File: src/rtl/decode_issue_stage_pkg.sv
// Shared opcode and decode-state definitions for the decode/issue stage.
package decode_issue_stage_pkg;

    typedef enum logic [2:0] {AND, LSH, RSH, XOR, LD, SW, BNE, EXT} op_mne;

    localparam logic [2:0] kAND = 3'b000;
    localparam logic [2:0] kLSH = 3'b001;
    localparam logic [2:0] kRSH = 3'b010;
    localparam logic [2:0] kXOR = 3'b011;
    localparam logic [2:0] kLD  = 3'b100;
    localparam logic [2:0] kSW  = 3'b101;
    localparam logic [2:0] kBNE = 3'b110;
    localparam logic [2:0] kEXT = 3'b111;

    typedef enum logic {IDLE, PREFIX} decState_e;

endpackage

File: src/rtl/decode_issue_stage_load_use_tracker.sv
// Remembers the destination of the most recent load and flags a load-use hazard
// against the word currently offered by fetch.
module load_use_tracker #(
    parameter int RAW = 3
) (
    input  logic           Clk,
    input  logic           Reset,
    input  logic           flush,
    input  logic           accept,
    input  logic           acceptPrefix,
    input  logic           isLoad,
    input  logic           inValid,
    input  logic [RAW-1:0] inRd,
    input  logic [RAW-1:0] inRs,
    input  logic           checkRd,
    output logic           hazard
);

    logic           trackValid;
    logic [RAW-1:0] trackRd;

    assign hazard = trackValid & inValid &
                    ((inRs == trackRd) | (checkRd & (inRd == trackRd)));

    // A hazard blocks acceptance, so clearing here bounds the bubble to one cycle.
    always_ff @(posedge Clk) begin
        if (Reset) begin
            trackValid <= 1'b0;
            trackRd    <= '0;
        end else if (flush | hazard) begin
            trackValid <= 1'b0;
        end else if (accept & ~acceptPrefix) begin
            trackValid <= isLoad;
            trackRd    <= inRd;
        end
    end

endmodule

File: src/rtl/decode_issue_stage.sv
// Decode/issue stage: splits instruction words into fields behind a valid/ready
// handshake, merges EXT-prefixed pairs, and inserts load-use bubbles.
module decode_issue_stage
    import decode_issue_stage_pkg::*;
#(
    parameter int OPW    = 3,
    parameter int RAW    = 3,
    parameter int IW     = OPW + 2*RAW,
    parameter int EXT_EN = 1,
    parameter int CW     = 16
) (
    input  logic             Clk,
    input  logic             Reset,
    input  logic             in_valid,
    output logic             in_ready,
    input  logic [IW-1:0]    in_instr,
    input  logic             flush,
    output logic             out_valid,
    input  logic             out_ready,
    output logic [OPW-1:0]   out_op,
    output logic [RAW-1:0]   out_rd,
    output logic [RAW-1:0]   out_rs,
    output logic             out_ext,
    output logic [4*RAW-1:0] out_imm,
    output logic             out_illegal,
    output logic [CW-1:0]    stall_cnt
);

    logic [OPW-1:0]   inOp;
    logic [RAW-1:0]   inRd;
    logic [RAW-1:0]   inRs;
    logic [2*RAW-1:0] inLow;
    logic             isExtOp;
    logic             isLoad;
    logic             checkRd;
    logic             hazard;
    logic             accept;
    logic             prefixWord;
    logic             issueExt;
    logic             issueIllegal;
    logic [2*RAW-1:0] prefixBits;
    decState_e        state;
    decState_e        stateNext;

    assign inOp    = in_instr[IW-1 -: OPW];
    assign inRd    = in_instr[2*RAW-1 -: RAW];
    assign inRs    = in_instr[RAW-1:0];
    assign inLow   = in_instr[2*RAW-1:0];
    assign isExtOp = (inOp == OPW'(kEXT));
    assign isLoad  = (inOp == OPW'(kLD));
    assign checkRd = (inOp == OPW'(kSW)) | (inOp == OPW'(kBNE));

    assign in_ready = ~flush & ~hazard & (~out_valid | out_ready);
    assign accept   = in_valid & in_ready;

    load_use_tracker #(.RAW(RAW)) tracker (
        .Clk          (Clk),
        .Reset        (Reset),
        .flush        (flush),
        .accept       (accept),
        .acceptPrefix (prefixWord),
        .isLoad       (isLoad),
        .inValid      (in_valid),
        .inRd         (inRd),
        .inRs         (inRs),
        .checkRd      (checkRd),
        .hazard       (hazard)
    );

    always_ff @(posedge Clk) begin
        if (Reset) state <= IDLE;
        else       state <= stateNext;
    end

    // Classification of the offered word depends only on the word and the state.
    always_comb begin
        stateNext    = state;
        prefixWord   = 1'b0;
        issueExt     = 1'b0;
        issueIllegal = 1'b0;
        case (state)
            IDLE: begin
                if (isExtOp) begin
                    prefixWord   = (EXT_EN != 0);
                    issueIllegal = (EXT_EN == 0);
                end
                if (accept & prefixWord) stateNext = PREFIX;
            end
            PREFIX: begin
                issueIllegal = isExtOp;
                issueExt     = ~isExtOp;
                if (accept) stateNext = IDLE;
            end
            default: stateNext = IDLE;
        endcase
        if (flush) stateNext = IDLE;
    end

    always_ff @(posedge Clk) begin
        if (Reset) prefixBits <= '0;
        else if (accept & prefixWord) prefixBits <= inLow;
    end

    always_ff @(posedge Clk) begin
        if (Reset) begin
            out_valid   <= 1'b0;
            out_op      <= '0;
            out_rd      <= '0;
            out_rs      <= '0;
            out_ext     <= 1'b0;
            out_imm     <= '0;
            out_illegal <= 1'b0;
        end else if (flush) begin
            out_valid <= 1'b0;
        end else if (accept & ~prefixWord) begin
            out_valid   <= 1'b1;
            out_op      <= inOp;
            out_rd      <= inRd;
            out_rs      <= inRs;
            out_ext     <= issueExt;
            out_imm     <= issueExt ? {prefixBits, inLow} : '0;
            out_illegal <= issueIllegal;
        end else if (out_ready) begin
            out_valid <= 1'b0;
        end
    end

    always_ff @(posedge Clk) begin
        if (Reset) stall_cnt <= '0;
        else if (hazard & ~flush & ~(&stall_cnt)) stall_cnt <= stall_cnt + CW'(1);
    end

endmodule

File: config.mk
export PLATFORM = sky130hd
export DESIGN_NAME = decode_issue_stage
export DESIGN_NICKNAME = d
export VERILOG_FILES = /design/src/rtl/decode_issue_stage_pkg.sv /design/src/rtl/decode_issue_stage_load_use_tracker.sv /design/src/rtl/decode_issue_stage.sv
export SDC_FILE = /design/constraint.sdc
export NUM_CORES = 1
export LEC_CHECK = 0
export CAP_MARGIN = 20
export CORE_ASPECT_RATIO = 1.2
export CORE_MARGIN = 8
export CORE_UTILIZATION = 49
export DETAILED_ROUTE_END_ITERATION = 10
export GPL_TIMING_DRIVEN = 0
export PLACE_DENSITY = 0.79
export SETUP_SLACK_MARGIN = 0.15
export SLEW_MARGIN = 20
export SYNTH_ARGS = -nofsm -noshare
export SYNTH_HDL_FRONTEND = slang
export SYNTH_SLANG_ARGS = --single-unit
File: constraint.sdc
create_clock -name Clk -period 1.91 [get_ports Clk]
set_input_delay 0.382 -clock Clk [delete_from_list [all_inputs] [get_ports Clk]]
set_output_delay 0.382 -clock Clk [all_outputs]
set_load 0.05 [all_outputs]
# Yosys cells after proc, flatten, opt, wreduce, memory -nomap -nowiden
# Index checks and enable logic that the tools add are counted.
[totals] reg_bits=51 inputBits=14 out_inout_bits=41 elab_cells=59
[classes] reduce_logical=6 mux=11 add_sub_neg=1 eq_ne=6 bitwise=23
[op_table] op="16-bit by 1-bit adder with 16-bit output (second input constant)" n=1
[op_table] op="16-bit AND reduction" n=1
[op_table] op="3-bit equality test (second input constant)" n=4
[op_table] op="12-bit 2-to-1 mux" n=1
[op_table] op="1-bit bitwise AND" n=11
[op_table] op="1-bit 2-to-1 mux" n=8
[op_table] op="1-bit inverter" n=8
[op_table] op="3-bit equality test" n=2
[op_table] op="1-bit OR" n=4
[op_table] op="1-bit one-hot mux with 2 select lines" n=2
[op_table] op="2-bit AND reduction" n=2
[op_table] op="2-bit OR reduction" n=2
[op_table] op="2-bit nonzero test" n=1

# Depth between registers and ports, before layout
# Gate-level depths: netlist (run 1).
[logic_depth] word_depth=12 mapped_depth=7 depth_no_buf=6

# Modules after synthesis
# From an unflattened synthesis (run 1), not the netlist that was laid out.
[unflattened] hier_cells=239 area_unflattened_um2=2297.2
[by_module_without_submodules] mod="decode_issue_stage" cells_per_inst=211 instances=1 seq_area_each_um2=940.9 area_per_inst_um2=2023.2
[by_module_without_submodules] mod="load_use_tracker" cells_per_inst=28 instances=1 seq_area_each_um2=80.1 area_per_inst_um2=274.0

# Least setup slack after synthesis (run 1)
# OpenSTA, ideal clock, no wires.
[synth_timing] path_kind="input to output" from="in in_valid" to="out in_ready" path_buffers=0 required_time_ns=1.528 cell_stages=4 slack_ns=-0.371 t_arrival_ns=1.899 cell_sequence="and2_1 -> nand4_1 -> o21ai_0 -> nor3_1"
[synth_via] elab_chain_cells=5
[synth_lines] element="start: declaration" line="decode_issue_stage.sv:14" text="input logic in_valid,"
[synth_lines] element="1-bit bitwise AND (2 in a row)" line="decode_issue_stage_load_use_tracker.sv:22" text="assign hazard = trackValid & inValid &"
[synth_lines] element="1-bit inverter" line="decode_issue_stage.sv:53" text="assign in_ready = ~flush & ~hazard & (~out_valid | out_ready);"
[synth_lines] element="1-bit bitwise AND (2 in a row)" line="decode_issue_stage.sv:53"
[synth_lines] element="end: declaration" line="decode_issue_stage.sv:15" text="output logic in_ready,"
# No other way between the ends.

# Final worst setup path (run 1)
[layout_timing] from="in in_instr[3]" to="out in_ready"
[layout_via] elab_chain_cells=7
[layout_lines] element="start: declaration" line="decode_issue_stage.sv:16" text="input logic [IW-1:0] in_instr,"
[layout_lines] element="3-bit equality test" line="decode_issue_stage_load_use_tracker.sv:23" text="((inRs == trackRd) | (checkRd & (inRd == trackRd)));"
[layout_lines] element="1-bit bitwise AND" line="decode_issue_stage_load_use_tracker.sv:23"
[layout_lines] element="1-bit OR" line="decode_issue_stage_load_use_tracker.sv:23"
[layout_lines] element="1-bit bitwise AND" line="decode_issue_stage_load_use_tracker.sv:22"
[layout_lines] element="1-bit inverter" line="decode_issue_stage.sv:53"
[layout_lines] element="1-bit bitwise AND (2 in a row)" line="decode_issue_stage.sv:53"
# No other way between the ends.

==> results of run 1 <==
==> sequential cells by signal (all words and copies together), names as in the netlist <==
name and flops:
tracker.trackRd 3, out_illegal 1, out_ext 1, out_rs 3, out_valid 1, state 1
prefixBits 6, out_imm 12, out_rd 3, out_op 3, tracker.trackValid 1, stall_cnt 16
==> how the worst min path moves through the flow <==
stage	start	to	cells past startpoint
after global routing	in_instr[6]	out_op[0]	3
after detailed placement	out_imm[6]	out_imm[6]	2
after CTS	flush	out_valid	2
after floorplan	prefixBits[4]	out_imm[10]	2
after global placement	prefixBits[4]	out_imm[10]	2
final	in_instr[6]	out_op[0]	3
==> layout by cell type (no fill, tap or decap), types with 5 or more instances in the layout <==
cell           instances
buf_4                 15
o31ai_1                6
dlygate4sd2_1         46
dfxtp_2               10
o21ai_0               28
or3_1                  5
clkbuf_8               8
nor2_1                11
clkbuf_1              11
clkbuf_2               5
nand3_1               24
nand2_1               10
a21oi_1               38
or4_1                  9
dfxtp_1               31
dfxtp_4               10
mux2i_1                7
nand4_1                7
==> power breakdown <==
group	switching [W]	total [W]	internal, W
clock network	0.000358	0.000698	0.000340
registers	0.0000111	0.00108	0.00107
logic	0.000156	0.000239	0.0000827
total	0.000525	0.00201	0.00149
==> layer usage <==
| metal | wire, um | track usage, % | vias to the layer above |
|---|---|---|---|
| met5 | 0 | 0 | - |
| met4 | 240 | 9.91 | 0 |
| met3 | 451 | 5.88 | 28 |
| met2 | 3890 | 35.8 | 100 |
| met1 | 2820 | 20.6 | 1166 |
| li1 | - | - | 1152 |
==> through the flow <==
step                setup WS [ns]  area [sq um]
floorplan                   0.161          2330
global placement           -0.980          2920
detailed placement          -1.02          2920
CTS                        0.0321          3260
global route              -0.0529          3310
finish                    -0.0246          3310
==> what timing repair did <==
action | 4_1_cts | 5_1_grt
setup buffers | 13 | 2
endpoints found under the setup margin | 90 | 44
resized for setup | 110 | 19
gates cloned | 3 | 0
pin swaps | 26 | 4
==> final cells by class <==
| class | count | area [sq um] |
|---|---|---|
| Multi-Input combinational cell | 198 | 1350 |
| Sequential cell | 51 | 1070 |
| Timing Repair Buffer | 70 | 594 |
| Fill cell | 379 | 1220 |
| Clock buffer | 8 | 101 |
| Tap cell | 58 | 72.6 |
| Buffer | 19 | 121 |
==> cells in the mapped netlist, drive strengths merged, types with 2 or more instances <==
| cell type | n | area share, % |
|---|---|---|
| nand4b | 2 | 0.78 |
| nand3 | 28 | 6.2 |
| dfxtp | 51 | 45 |
| nand4 | 8 | 2.5 |
| nor2b | 2 | 0.55 |
| nor3 | 4 | 0.89 |
| nand2b | 4 | 1.1 |
| and2 | 3 | 0.83 |
| o21ai | 33 | 7.3 |
| or3 | 5 | 1.4 |
| or4 | 9 | 3.0 |
| mux2i | 7 | 3.1 |
| nor2 | 12 | 2.0 |
| xnor2 | 6 | 2.3 |
| a21oi | 39 | 8.6 |
| a211oi | 2 | 0.66 |
| o31ai | 8 | 2.7 |
| nand2 | 11 | 1.8 |
| nor4 | 3 | 0.83 |
| clkbuf | 18 | 3.0 |
==> cells by family (layout without fill, tap and decap cells) <==
family,Yosys count,after routing,share of synthesized area [%]
AO/OA/AOI/OAI,88,88,21.4
multiplexers,8,8,3.60
flip-flops,51,51,45.2
XOR/XNOR,7,7,2.71
AND/OR/NAND/NOR,94,94,23.0
buffers and inverters,19,97,3.49
adder cells (fa/ha/maj),1,1,0.554
==> worst min-delay path: stages <==
cell,delay [ns]
clkbuf_2,0.15
nand3_1,0.09
a21oi_1,0.06
==> summary.txt, run 1 <==
Yosys warns = 0
Tcrit/Tclk final = 101%
Status = complete, but fails checks
Critical Path Fanout Max = 4
Largest delay share family, worst path = buffers and inverters
Routed wire per std cell = 18.3 um
Antenna cells = 0
Row count = 27
CP startpoint = in_instr[3]
Worst Setup EP = in_ready
Max_slew headroom = 66.8%
WP depth = 6
Final antenna-violating net count = 0
Tmin final = 1.93 ns
Syn avg cell area = 8.43 sq um
DRT Pass-1 Iters = 4
CP arrival = 1.55 ns
Largest net degree at the start of global routing = 16
Netlist cell types = 34
# setup viols final = 3
Fraction of registers with async set/reset = 0%
Number of cells on the worst reg-to-reg path = 6
Clk root buf = clkbuf_8
Failing checks = setup timing
Area Growth Syn to Fin = 46.4%
Primary FF master, synth = dfxtp_1
Hold buffer count at CTS = 0
Number of flops mapped to enable cells by yosys = 0
Placed Cells = 378
Die Width = 78.0 um
Port-buffer cells = 52
Layout cells sized above 1 = 25.7%
Worst r2r src = tracker.trackRd[0]
Setup TNS = -0.0431 ns
Vias in the first global route = 2492
Worst-path cell chain = dlygate4sd2_1, xnor2_1, nand3_2, o21ai_4, nor3_4, buf_6
First-pass GRT wire length = 11.7 mm
Syn Std Cell Area = 2260 sq um
CTS buffer count = 5
Max Freq = 517 MHz
Clock sink count = 51
Setup slack after layout = -0.0246 ns
Via count = 2446
Slowest stage delay, CP = 0.30 ns
Slew @ Worst Pin = 0.501 ns
Reg2reg end = stall_cnt[11]
Endpoints failing hold = 0
Min-delay worst type = in -> reg
Reg clk slew, reported paths = 0.09 ns
R2R Setup Slk = 0.03 ns
Final nets = 360
PwrDens = 609 nW/um^2
Die Area = 7050 sq um
Final Non-Filler Cells = 404
Worst path slowest cell = dlygate4sd2_1
Final Util = 73.1%
Register bit total from synthesis = 51
Worst clock skew = 0.00569 ns
Final Max Slew Viols = 0
Via density = 6.05
Initial antenna violation count = 0
Clk Latency, worst-skew pair = 0.31 ns
GP Congestion = 0.846
Core Region = 4530 sq um
Required time worst endpoint = 1.53 ns
Register area share after synthesis = 45.2%
Mapped Cells = 268
CP Launch Type = primary input
Remaining DRCs = 0
RSZ-0062 raised after global routing = true
Net Count, Synth = 283
Die height = 90.4 um
Post-detail-place hpwl = 4.60 mm
Iter 0 DRT Violations = 204
Total track usage = 20.1%
Htree depth = 2
MaxCap Viol Count = 0
Deepest clock path buffer count = 2
CP endpoint kind = output port
Total wire length = 7.40 mm
WP buf/inv = 2
Setup CP Type = in -> out
CTS tree = yes
Max VDD drop = 0.391 mV
Starting Density = 49.9%
Worst hold margin = 0.409 ns
Ports = 55
GRT overflow = 0
Leak = 1.34 nW
Total power = 0.00201 W
(Power assumes the default switching activity.)
==> inputs of run 2 (changes only) <==
- SYNTH_HIERARCHICAL: unset -> 1
==> run 2 against run 1 <==
Effect of this change:
- the run still ends with setup timing left
- fmax shrank 20%
- die area is 1.4% higher
- first-iteration DRC count decreased by 42%
- via count is 8.0% lower
- setup slack worse by 0.48 ns
- critical path depth rose by 2
- highest routed layer unchanged
==> summary.txt, run 2 <==
Status = complete, but fails checks
Failing checks = setup timing
Htree depth = 2
Placed Cells = 351
Number of cells on the worst reg-to-reg path = 8
Register bit total from synthesis = 51
Share of the synthesized area in the top cell type = 44.4%
Die Width = 78.5 um
Compound-Gate Fraction of Synth Area = 11.6%
WL met1 = 2.95 mm
Layout cells sized above 1 = 27.1%
CP startpoint = tracker/trackRd[2]
Primary FF master, synth = dfxtp_1
MaxCap Viol Count = 0
Initial antenna violation count = 0
Required time worst endpoint = 2.13 ns
Post-Synth Simple-Gate Area = 27.3%
Min-delay worst type = in -> reg
Tcrit/Tclk final = 126%
Syn avg cell area = 9.61 sq um
Worst hold margin = 0.368 ns
Largest cells by area after synthesis = dfxtp_1, mux2i_1, nor2_1
Leak = 1.57 nW
R2R Setup Slk = -0.51 ns
Port-buffer cells = 54
Final antenna-violating net count = 0
RSZ-0062 raised after global routing = true
Area leader, netlist = dfxtp_1
GRT overflow = 0
Highest Signal Layer = met4
Final nets = 342
Wire length on met2 = 3.64 mm
Max_slew headroom = 56.8%
Setup slack after layout = -0.506 ns
Most common cell after layout, fill and taps aside = dfxtp_1
GP Congestion = 0.838
Mapped Cells = 239
Biggest register = stall_cnt
WL met3 = 457 um
Endpoints failing hold = 0
Largest family of logic cells by synthesized area = simple AND/OR/NAND/NOR gates
Total power = 0.00202 W
Area of the multi-input gates = 1410 sq um
Total wire length = 7.33 mm
Post-synthesis mux area share = 10.8%
Starting Density = 50.4%
CP endpoint kind = register
Yosys warns = 6
Antenna cells = 0
Number of flops mapped to enable cells by yosys = 0
Top flop regs = stall_cnt: 16 flops, out_imm: 12 flops, prefixBits: 6 flops
PwrDens = 578 nW/um^2
Adder-cell share of the synthesized area = 0.545%
Max Freq = 414 MHz
Worst r2r src = tracker/trackRd[2]
DRT Pass-1 Iters = 4
First-pass GRT wire length = 11.0 mm
Clock sink count = 51
Iter 0 DRT Violations = 119
CP Launch Type = register
Core Region = 4560 sq um
Die Area = 7140 sq um
Row count = 27
Filler Cell Count = 324
Final Max Slew Viols = 0
Ports = 55
Max VDD drop = 0.490 mV
Fraction of registers with async set/reset = 0%
Max reg flops = 16
Largest net degree at the start of global routing = 16
Total track usage = 19.0%
Slew @ Worst Pin = 0.649 ns
Count leader, synth = dfxtp_1
CP arrival = 2.63 ns
Reg clk slew, reported paths = 0.11 ns
Critical Path Fanout Max = 5
Syn Std Cell Area = 2300 sq um
Setup CP Type = reg -> reg
HP Start = in_instr[6]
Vias in the first global route = 2286
Worst Setup EP = stall_cnt[13]
Via density = 5.83
Area Growth Syn to Fin = 52.0%
Deepest clock path buffer count = 2
Die height = 91.0 um
CTS buffer count = 5
Netlist cell types = 41
Via count = 2250
Register Area = 1020 sq um
Worst clock skew = 0.0138 ns
Reg2reg end = stall_cnt[13]
Most frequent cells after synthesis = dfxtp_1, nor2_1, mux2i_1
Tmin final = 2.42 ns
Final Non-Filler Cells = 386
Most frequent cells in the layout = dfxtp_1, dlygate4sd2_1, nor2_1
Design area = 3490 sq um
Xor and xnor area share after synthesis = 3.05%
Remaining DRCs = 0
Post-detail-place hpwl = 4.36 mm
Final Util = 76.5%
Routed wire per std cell = 19.0 um
CTS tree = yes
Hold buffer count at CTS = 0
Post-DP Area = 2970 sq um
Register area share after synthesis = 44.4%
Net Count, Synth = 254
Clk root buf = clkbuf_8
Clk Latency, worst-skew pair = 0.31 ns
# setup viols final = 51
run 2: cell count changes after synthesis, sizes merged, moves of 11 or more:
cell / previous run / this run
a32oi: 1 / 12
o21ai: 33 / 7
mux2i: 7 / 21
nor2: 12 / 35
nand3: 28 / 9
a21oi: 39 / 10
run 2: timing repair:
| item | 4_1_cts | 5_1_grt |
|---|---|---|
| buffers inserted | 20 | 4 |
| resized for setup | 112 | 25 |
| pin swaps | 25 | 8 |
| cloned | 2 | 1 |
| endpoints found under the setup margin | 92 | 57 |
run 2: where the power goes:
| part | internal, W | switching (W) | leakage [nW] |
|---|---|---|---|
| Clock | 0.000257 | 0.000382 | 0.0412 |
| Combinational | 0.000134 | 0.000158 | 1.11 |
| Sequential | 0.00108 | 0.00000851 | 0.413 |
| Total | 0.00147 | 0.000549 | 1.57 |
run 2: critical path, cell delays in order, from the launching register on:
cell and delay [ns]:
dfxtp_2 0.34, xor2_1 0.15, or4_4 0.54, or2b_4 0.25
and4b_2 0.27, buf_4 0.13, nand3_4 0.10, nor3_2 0.21
mux2_1 0.33
run 2: stage by stage:
step                TNS (ns)  setup slack (ns)
floorplan              -8.94            -0.407
global placement      -48.68             -1.43
detailed placement    -51.08             -1.46
CTS                   -13.59            -0.432
global route          -20.69            -0.574
finish                -16.66            -0.506
run 2: cell type report:
type | count | area share, %
Inverter | 2 | 0.215
Sequential cell | 51 | 29.4
Buffer | 11 | 2.47
Timing Repair Buffer | 81 | 23.1
Clock buffer | 6 | 2.08
Tap cell | 58 | 2.08
Clock inverter | 2 | 0.358
Multi-Input combinational cell | 175 | 40.3
run 2: layer usage:
layer	GRT usage, %	vias up
li1	-	1044
met1	21.3	1079
met2	32.4	100
met3	4.64	27
met4	9.75	0
met5	0	-
run 2: kinds of logic (layout without fill, tap and decap cells):
logic type,Yosys count,count (layout)
AO/OA/AOI/OAI,37,37
XOR/XNOR,8,8
adder cells (fa/ha/maj),1,1
buffers and inverters,13,102
flip-flops,51,51
multiplexers,24,24
AND/OR/NAND/NOR,105,105
run 2: how the worst min path moves through the flow:
stage | to | slack, ns | cells after the start
6_report | out_op[0] | 0.37 | 3
5_1_grt | out_op[0] | 0.37 | 3
4_1_cts | out_op[0] | 0.35 | 3
3_5_place_dp | out_imm[9] | 0.48 | 2
3_3_place_gp | out_imm[9] | 0.47 | 2
2_1_floorplan | tracker/trackValid | 0.46 | 1
